$ cat src/rtl/issue_ctrl_pkg.sv
// rtl/issue_ctrl_pkg.sv - shared widths, issue FSM states and issue payload type
package issue_ctrl_pkg;

    localparam int XLEN         = 32;
    localparam int NB_UNIT      = 6;
    localparam int NB_OPERATION = 6;
    localparam int NB_REG       = 32;

    typedef enum logic [1:0] {
        ISS_RUN,
        ISS_DRAIN,
        ISS_SERIAL
    } issue_state_t;

    typedef struct packed {
        logic                    rd_v;
        logic [4:0]              rd_adr;
        logic [NB_UNIT-1:0]      unit;
        logic [NB_OPERATION-1:0] operation;
    } issue_payload_t;

endpackage

$ cat src/rtl/issue_scoreboard.sv
// rtl/issue_scoreboard.sv - per-register pending-write counters and RAW/WAW hazard detection
module issue_scoreboard
    import issue_ctrl_pkg::*;
(
    input  logic       clk,
    input  logic       rst,
    input  logic       flush_i,
    input  logic       acc_i,
    input  logic       rd_v_i,
    input  logic [4:0] rd_adr_i,
    input  logic       rs1_v_i,
    input  logic [4:0] rs1_adr_i,
    input  logic       rs2_v_i,
    input  logic [4:0] rs2_adr_i,
    input  logic       wbk_v_i,
    input  logic [4:0] wbk_adr_i,
    output logic       hazard_o
);

    // Entry 0 is never written, so x0 always reads as "nothing pending".
    logic [1:0]        r_pend [NB_REG];
    logic [NB_REG-1:0] w_inc;
    logic [NB_REG-1:0] w_dec;

    always_comb begin
        w_inc = '0;
        w_dec = '0;
        for (int i = 1; i < NB_REG; i++) begin
            w_inc[i] = acc_i & rd_v_i & (rd_adr_i == 5'(i));
            w_dec[i] = wbk_v_i & (wbk_adr_i == 5'(i));
        end
    end

    always_ff @(posedge clk) begin
        if (rst || flush_i) begin
            for (int i = 0; i < NB_REG; i++) r_pend[i] <= 2'd0;
        end else begin
            for (int i = 1; i < NB_REG; i++) begin
                if (w_inc[i] && !w_dec[i])
                    r_pend[i] <= r_pend[i] + 2'd1;
                else if (w_dec[i] && !w_inc[i] && r_pend[i] != 2'd0)
                    r_pend[i] <= r_pend[i] - 2'd1;
            end
        end
    end

    always_ff @(posedge clk) begin
        if (!rst && !flush_i) begin
            for (int i = 1; i < NB_REG; i++)
                assert (!(w_dec[i] && !w_inc[i] && r_pend[i] == 2'd0));
        end
    end

    // Registered counts only: a writeback does not unblock its reader until the next cycle.
    assign hazard_o = (rs1_v_i && r_pend[rs1_adr_i] != 2'd0)
                    | (rs2_v_i && r_pend[rs2_adr_i] != 2'd0)
                    | (rd_v_i  && r_pend[rd_adr_i]  == 2'd3);

endmodule

$ cat src/rtl/issue_ctrl.sv
// rtl/issue_ctrl.sv - issue controller: hazard/inflight stalls, CSR serialisation, one-entry issue slot
module issue_ctrl
    import issue_ctrl_pkg::*;
#(
    parameter int NB_INFLIGHT = 4
) (
    input  logic                    clk,
    input  logic                    rst,
    input  logic                    dec_valid_i,
    output logic                    dec_ready_o,
    input  logic                    dec_rd_v_i,
    input  logic [4:0]              dec_rd_adr_i,
    input  logic                    dec_rs1_v_i,
    input  logic [4:0]              dec_rs1_adr_i,
    input  logic                    dec_rs2_v_i,
    input  logic [4:0]              dec_rs2_adr_i,
    input  logic [NB_UNIT-1:0]      dec_unit_i,
    input  logic [NB_OPERATION-1:0] dec_operation_i,
    input  logic                    dec_serial_i,
    output logic                    exe_valid_o,
    input  logic                    exe_ready_i,
    output logic                    exe_rd_v_o,
    output logic [4:0]              exe_rd_adr_o,
    output logic [NB_UNIT-1:0]      exe_unit_o,
    output logic [NB_OPERATION-1:0] exe_operation_o,
    input  logic                    wbk_v_i,
    input  logic [4:0]              wbk_adr_i,
    input  logic                    commit_i,
    input  logic                    flush_i,
    output logic                    busy_o
);

    localparam int CW = $clog2(NB_INFLIGHT + 1);

    issue_state_t   r_state;
    logic [CW-1:0]  r_inflight;
    logic           r_exe_valid;
    issue_payload_t r_payload;

    logic w_hazard;
    logic w_busy;
    logic w_full;
    logic w_slot_free;
    logic w_permit;
    logic w_accept;

    issue_scoreboard u_scoreboard (
        .clk       (clk),
        .rst       (rst),
        .flush_i   (flush_i),
        .acc_i     (w_accept),
        .rd_v_i    (dec_rd_v_i),
        .rd_adr_i  (dec_rd_adr_i),
        .rs1_v_i   (dec_rs1_v_i),
        .rs1_adr_i (dec_rs1_adr_i),
        .rs2_v_i   (dec_rs2_v_i),
        .rs2_adr_i (dec_rs2_adr_i),
        .wbk_v_i   (wbk_v_i),
        .wbk_adr_i (wbk_adr_i),
        .hazard_o  (w_hazard)
    );

    assign w_busy      = (r_inflight != '0) | r_exe_valid;
    assign w_full      = (r_inflight == CW'(NB_INFLIGHT));
    assign w_slot_free = ~r_exe_valid | exe_ready_i;

    // A serialising instruction only issues into a completely idle pipeline.
    always_comb begin
        w_permit = 1'b0;
        if (r_state == ISS_RUN)
            w_permit = ~dec_serial_i | ~w_busy;
    end

    assign w_accept = ~rst & dec_valid_i & w_slot_free & ~w_hazard & ~w_full & w_permit & ~flush_i;

    always_ff @(posedge clk) begin
        if (rst) begin
            r_state     <= ISS_RUN;
            r_inflight  <= '0;
            r_exe_valid <= 1'b0;
            r_payload   <= '0;
        end else if (flush_i) begin
            r_state     <= ISS_RUN;
            r_inflight  <= '0;
            r_exe_valid <= 1'b0;
        end else begin
            assert (!(commit_i && !w_accept && r_inflight == '0));

            if (w_accept && !commit_i)
                r_inflight <= r_inflight + CW'(1);
            else if (!w_accept && commit_i && r_inflight != '0)
                r_inflight <= r_inflight - CW'(1);

            if (w_accept) begin
                r_exe_valid <= 1'b1;
                r_payload   <= '{rd_v:      dec_rd_v_i,
                                 rd_adr:    dec_rd_adr_i,
                                 unit:      dec_unit_i,
                                 operation: dec_operation_i};
            end else if (exe_ready_i) begin
                r_exe_valid <= 1'b0;
            end

            case (r_state)
                ISS_RUN: begin
                    if (dec_valid_i && dec_serial_i) begin
                        if (w_busy)
                            r_state <= ISS_DRAIN;
                        else if (w_accept)
                            r_state <= ISS_SERIAL;
                    end
                end
                ISS_DRAIN: begin
                    if (!w_busy)
                        r_state <= ISS_RUN;
                end
                ISS_SERIAL: begin
                    if (commit_i && r_inflight == CW'(1))
                        r_state <= ISS_RUN;
                end
                default: r_state <= ISS_RUN;
            endcase
        end
    end

    assign dec_ready_o     = w_accept;
    assign exe_valid_o     = r_exe_valid;
    assign exe_rd_v_o      = r_payload.rd_v;
    assign exe_rd_adr_o    = r_payload.rd_adr;
    assign exe_unit_o      = r_payload.unit;
    assign exe_operation_o = r_payload.operation;
    assign busy_o          = w_busy;

endmodule
$ cat config.mk
export PLATFORM = sky130hd
export DESIGN_NAME = issue_ctrl
export DESIGN_NICKNAME = d
export VERILOG_FILES = /design/src/rtl/issue_ctrl_pkg.sv /design/src/rtl/issue_scoreboard.sv /design/src/rtl/issue_ctrl.sv
export SDC_FILE = /design/constraint.sdc
export NUM_CORES = 1
export LEC_CHECK = 0
export CORE_ASPECT_RATIO = 1.2
export CORE_MARGIN = 4
export CORE_UTILIZATION = 55
export DETAILED_ROUTE_END_ITERATION = 8
export GPL_TIMING_DRIVEN = 0
export PLACE_DENSITY_LB_ADDON = 0.05
export SYNTH_ARGS = -nofsm -noshare
export SYNTH_HDL_FRONTEND = slang
export SYNTH_SLANG_ARGS = --single-unit
export TNS_END_PERCENT = 100
$ cat constraint.sdc
create_clock -name clk -period 8.19 [get_ports clk]
set_clock_uncertainty 0.15 [all_clocks]
set_input_delay 0.819 -clock clk [delete_from_list [all_inputs] [get_ports clk]]
set_output_delay 0.819 -clock clk [all_outputs]
set_load 0.02 [all_outputs]
=== Yosys cells after proc, flatten, opt, wreduce, memory -nomap -nowiden ===
Memories as Yosys holds them, arrays and structs flattened.
Index checks and enable logic that the tools add are counted.

* Latch bits: 0
* Register bits after elaboration: 24
* Bits in read-only memories: 0
* Memory bits (writable): 64
* Input bits: 43
* Word-level logic and storage cells: 784
* Output and inout bits: 21
* Memories: 1

* Bitwise gates (word level): 143
* Shifts and indexed selects: 0
* Equal/unequal tests: 71
* Magnitude comparators: 0
* Divide/modulo/power cells: 0
* Add/subtract/negate cells: 64
* Multiplexer cells: 292
* Multiply operators: 0
* Reductions and logical operators: 206

{| class="wikitable"
|+ Memory list
! name !! words !! bits a word !! rd ports !! clocked after Yosys merged registers in !! write ports !! line !! source
|-
| u_scoreboard.r_pend || 32 || 2 || 34 || 0 || 32 || issue_scoreboard.sv:21 || <nowiki>logic [1:0] r_pend [NB_REG];</nowiki>
|}

{| class="wikitable"
|+ Operators with widths
! kind !! number
|-
| 1-bit two-way mux || 222
|-
| 5-bit equality test, second input constant || 32
|-
| 2-bit two-way mux || 67
|-
| 1-bit logical AND || 101
|-
| 5-bit by 4-bit equality test with 1-bit output, second input constant || 16
|-
| 2-bit nonzero test || 35
|-
| 1-bit bitwise AND || 69
|-
| 1-bit bitwise OR || 67
|-
| 1-bit logical NOT || 64
|-
| 2-bit by 1-bit adder with 2-bit output, second input constant || 31
|-
| 2-bit by 1-bit subtractor with 2-bit output, second input constant || 31
|-
| 5-bit by 3-bit equality test with 1-bit output, second input constant || 8
|-
| 5-bit by 2-bit equality test with 1-bit output, second input constant || 4
|-
| 5-bit by 1-bit equality test with 1-bit output, second input constant || 2
|-
| 1-bit inverter || 7
|-
| 3-bit two-way mux || 2
|-
| 2-bit case mux with 3 select lines || 1
|-
| 2-bit equality test, second input constant || 2
|-
| 2-bit != test, second input constant || 2
|-
| 4-bit AND reduction || 1
|-
| 3-bit by 1-bit adder with 3-bit output, second input constant || 1
|-
| 3-bit by 1-bit equality test with 1-bit output, second input constant || 1
|-
| 3-bit equality test, second input constant || 1
|-
| 3-bit by 2-bit != test with 1-bit output, second input constant || 1
|-
| 8 further kinds || 8
|}

=== Depth between registers and ports, before layout ===
An unclocked memory read counts as a cell.

* Depth after elaboration: 20
* Mapped depth: 13
* Mapped depth without buffers: 11

=== Modules after synthesis ===
From an unflattened synthesis, not the netlist that was laid out.

* Cell total of the unflattened synthesis: 718
* Area, all modules: 6,291.0 µm²

{| class="wikitable"
|+ Modules (own cells, without submodules)
! module !! sequential area each (µm²) !! cells each !! area an instance (µm²) !! instances
|-
| issue_scoreboard || 1,861.8 || 608 || 5,228.8 || 1
|-
| issue_ctrl || 480.5 || 110 || 1,062.3 || 1
|}

=== Worst setup path before layout ===
OpenSTA, ideal clock, no wires.

* Kind: input to output
* From: input port dec_rd_adr_i[1]
* To: output port dec_ready_o
* Stages on the path: 10
* Path buffers: 3
* Data required time: 7,221 ps
* Arrival time: 2,621 ps
* Setup slack: 4,600 ps
* Cells stage by stage: buf_6 -> and2b_1 -> buf_4 -> a221oi_2 -> or4_1 -> a2111oi_2 -> o21ai_4 -> nand3_2 -> inv_2 -> buf_2

* Longest elaborated chain between the ends: 9

{| class="wikitable"
|+ RTL lines
! what !! line !! source
|-
| from (decl) || issue_ctrl.sv:12 || <nowiki>input logic [4:0] dec_rd_adr_i,</nowiki>
|-
| memory 32 x 2 bit || -- ||
|-
| 2-bit equality test || issue_scoreboard.sv:57 || <nowiki>| (rd_v_i && r_pend[rd_adr_i] == 2'd3);</nowiki>
|-
| 1-bit logical AND || issue_scoreboard.sv:57 ||
|-
| 1-bit bitwise OR || issue_scoreboard.sv:57 ||
|-
| 1-bit inverter || issue_ctrl.sv:74 || <nowiki>assign w_accept = ~rst & dec_valid_i & w_slot_free & ~w_hazard & ~w_full & w_permit & ~flush_i;</nowiki>
|-
| 1-bit bitwise AND (4 in series) || issue_ctrl.sv:74 ||
|-
| to (decl) || issue_ctrl.sv:10 || <nowiki>output logic dec_ready_o,</nowiki>
|}

No other way between the ends.

=== Worst setup path after layout ===
* From: input port dec_rd_adr_i[0]
* To: output port dec_ready_o

The elaborated chain is that of the path after synthesis.

==> key figures <==
Clocking
  • # hold bufs at CTS: 0
  • Clock root buffer master: clkbuf_16
  • Resize count post-CTS: 0
  • Clock transition at path regs: 0.07 ns
  • H-tree depth: 3
  • CTS sink count: 86
  • Postcts setup bufs: 0
  • Clk Latency, worst-skew pair: 0.35 ns
  • CTS Buf Count: 9
  • CTS tree: done
  • Clock Path Buffers: 2

Timing
  • Slew Viols, Final: 0
  • Final worst setup slack: 2.66 ns
  • Slew headroom: 33.3%
  • Min Tclk post-route: 5.53 ns
  • Final Setup Violations: 0
  • Setup TNS: 0 ns
  • Worst-margin pin slew: 0.993 ns
  • Fin crit share: 67.5%
  • RSZ-0062 raised after global routing: no
  • Final hold viol count: 0
  • Max Clk Rate: 181 MHz

Placed design
  • Port bufs: 55
  • Post-Place Cells: 996
  • Final Wtd Congestion: 1.07
  • Pre-CTS setup slack: 2.77 ns
  • Dpl hpwl: 19.0 mm

Floorplanning
  • Row count: 43
  • Core area: 0.0117 mm^2
  • Die height: 129 um
  • Initial cell density of the core: 57.0%
  • # IOs: 64
  • Die Wd: 109 um
  • Total Die Area: 0.0140 mm^2

Synth
  • Seq/Total Area, Yosys: 35.1%
  • Synth Instances: 784
  • Mapped cell area: 0.00668 mm^2
  • Share of the synthesized area in the top cell type: 27.9%
  • Main synth FF type: edfxtp_1
  • Seq cells post-synth: 86
  • Commonest cells post-synth: nand2_1, nor2_1, edfxtp_1
  • Netlist cell types: 76
  • Post-synth EDFFs: 62
  • Syn. warnings: 0
  • Cell type with the largest total area after synthesis: edfxtp_1
  • Synth top area cells: edfxtp_1, dfxtp_1, nand2_1, mux4_2, nor2_1
  • Syn Nets: 832
  • Most common cell in the synthesized netlist: nand2_1
  • Fraction of registers with async set/reset: 0%
  • Synthesized area per cell: 8.52 um^2

Detailed routing
  • Vias: 7091
  • 1st-iter DRT viols: 1040
  • Drt drc: 0
  • DR WL/cell: 24.8 um
  • Antenna-violating nets left: 0
  • Post-Route WL: 25.1 mm
  • Vias/cell: 7.01
  • DRT Pass-1 Iters: 7

Global routing
  • Vias in the first global route: 6820
  • Pin count of the biggest net entering global routing: 17
  • Gr busiest metal: met2
  • Aggregate global-route resource usage: 35.9%
  • Grt total ovfl: 0
  • Global-route wire length before repair: 37.8 mm
  • M3 GR Usage: 8.33%
  • M1 GR Usage: 43.3%
  • Initial antenna violation count: 0
  • M2 GR Usage: 57.1%

Power and ir drop
  • Seq pwr share: 44.2%
  • Comb power frac: 20.4%
  • Worst vdd ir: 0.106 mV
  • Clock share of power: 35.4%
  • Switching portion of total power: 31.0%
  • Leak: 2.66 nW
  • Sw Pwr: 0.000363 W
  • Internal: 0.000807 W
  • Power per cell area: 152 mW/mm^2

Layout
  • Layout Nets: 898
  • P&R area growth vs syn: 15.6%
  • Layout Cells excl Fill: 1012
  • ANT cells: 0
  • Layout cell share with drive strength beyond 1: 9.71%

Worst setup path
  • CP Class: primary input to primary output
  • Critical path arrival: 4.56 ns
  • Worst Path Max Fanout: 10
  • CP Capture Type: primary output
  • Worst EP required: 7.22 ns
  • CP Launch Type: primary input

Min path
  • Worst hold path type: flop to flop

Run
  • Number of max-cap violations: 0

Outcome
  • Outcome: finished clean
-- layout make-up --
| cell class | instances | area [um^2] |
|---|---|---|
| buffer | 53 | 302 |
| clock buffer | 11 | 254 |
| clock inverter | 5 | 38.8 |
| fill | 1048 | 4010 |
| inverter | 15 | 56.3 |
| multi-input combinational | 630 | 3980 |
| sequential | 86 | 2340 |
| tap | 157 | 196 |
| timing repair buffer | 55 | 551 |
-- flip-flops by register name, summed over array words and instances (netlist names) --
name	cells
exe_rd_v_o	1
r_inflight	3
exe_rd_adr_o	5
exe_unit_o	6
exe_valid_o	1
u_scoreboard.r_pend	62
r_state	2
exe_operation_o	6
-- layout by cell type, fill, tap and decap left out, types with 5 or more instances in the layout --
cell and instances:
inv_1 11, nor2_1 90, or3_1 11, mux2i_1 25
nor2b_1 10, nand2_1 105, dfxtp_1 24, nand4b_1 6
nand4_1 14, edfxtp_1 62, nor4_1 11, nor3b_1 5
buf_2 7, ha_1 5, o211ai_1 7, nand3_1 45
clkdlybuf4s50_1 55, o21ai_0 24, nor3_1 37, a21oi_1 56
a31oi_1 19, nand2b_1 14, o21ai_1 9, o2111ai_1 7
o21a_1 5, a211oi_1 7, clkbuf_1 29, a2111oi_2 5
xor2_1 11, clkbuf_16 10, a31o_1 5, buf_6 11
mux4_2 16
-- power groups by stage --
stage	clock, W	sequential, W	combinational (W)
4_1_cts	0.000416	0.000516	0.000231
3_3_place_gp	0	0.000524	0.000226
2_1_floorplan	0	0.000520	0.000141
3_5_place_dp	0	0.000525	0.000230
6_report	0.000414	0.000517	0.000239
5_1_grt	0.000433	0.000519	0.000249
-- critical path, stage by stage --
cell             delay (ns)
clkdlybuf4s50_1        0.58
buf_4                  0.29
buf_6                  0.18
mux4_2                 0.30
and2_1                 0.17
a31oi_1                0.17
a22oi_1                0.15
o21ai_4                0.40
nand3_2                0.27
inv_2                  0.25
buf_2                  0.29
clkdlybuf4s50_1        0.65
-- cell families (layout without fill, tap and decap cells) --
family / after synthesis / after routing / share of synthesized area [%]
and+or+nand+nor: 376 / 376 / 27.2
AOI/OAI and AO/OA: 193 / 193 / 20.2
DFF: 86 / 86 / 35.1
buffers and inverters: 68 / 139 / 5.36
muxes: 45 / 45 / 9.81
xor gates and xnor gates: 11 / 11 / 1.44
adders and majority gates: 5 / 5 / 0.936
-- through the flow --
stage | instance area (um^2) | util (%) | power [W] | hold WS [ns]
detailed placement | 7430 | 63.3 | 0.000755 | 0.288
global placement | 7430 | 63.3 | 0.000750 | 0.279
finish | 7720 | 65.8 | 0.00117 | 0.309
CTS | 7720 | 65.8 | 0.00116 | 0.306
floorplan | 6680 | - | 0.000661 | 0.264
global route | 7720 | 65.8 | 0.00120 | 0.326
-- final timing paths --
check                                    end  depth (start not counted)                        from  slack, ns
setup reg to reg  u_scoreboard.r_pend[14][1]                         10  u_scoreboard.r_pend[22][0]       4.42
hold reg to reg              exe_rd_adr_o[0]                          2             exe_rd_adr_o[0]       0.31
hold / removal               exe_rd_adr_o[0]                          2             exe_rd_adr_o[0]       0.31
setup / recovery                 dec_ready_o                         12             dec_rd_adr_i[0]       2.66
-- per-layer routing --
layer | up-vias | share of wire (%)
li1 | 3103 | -
met1 | 3323 | 35
met4 | 0 | 7.7
met3 | 135 | 12
met5 | - | 0
met2 | 530 | 45
Power figures use the tool's default switching activity.
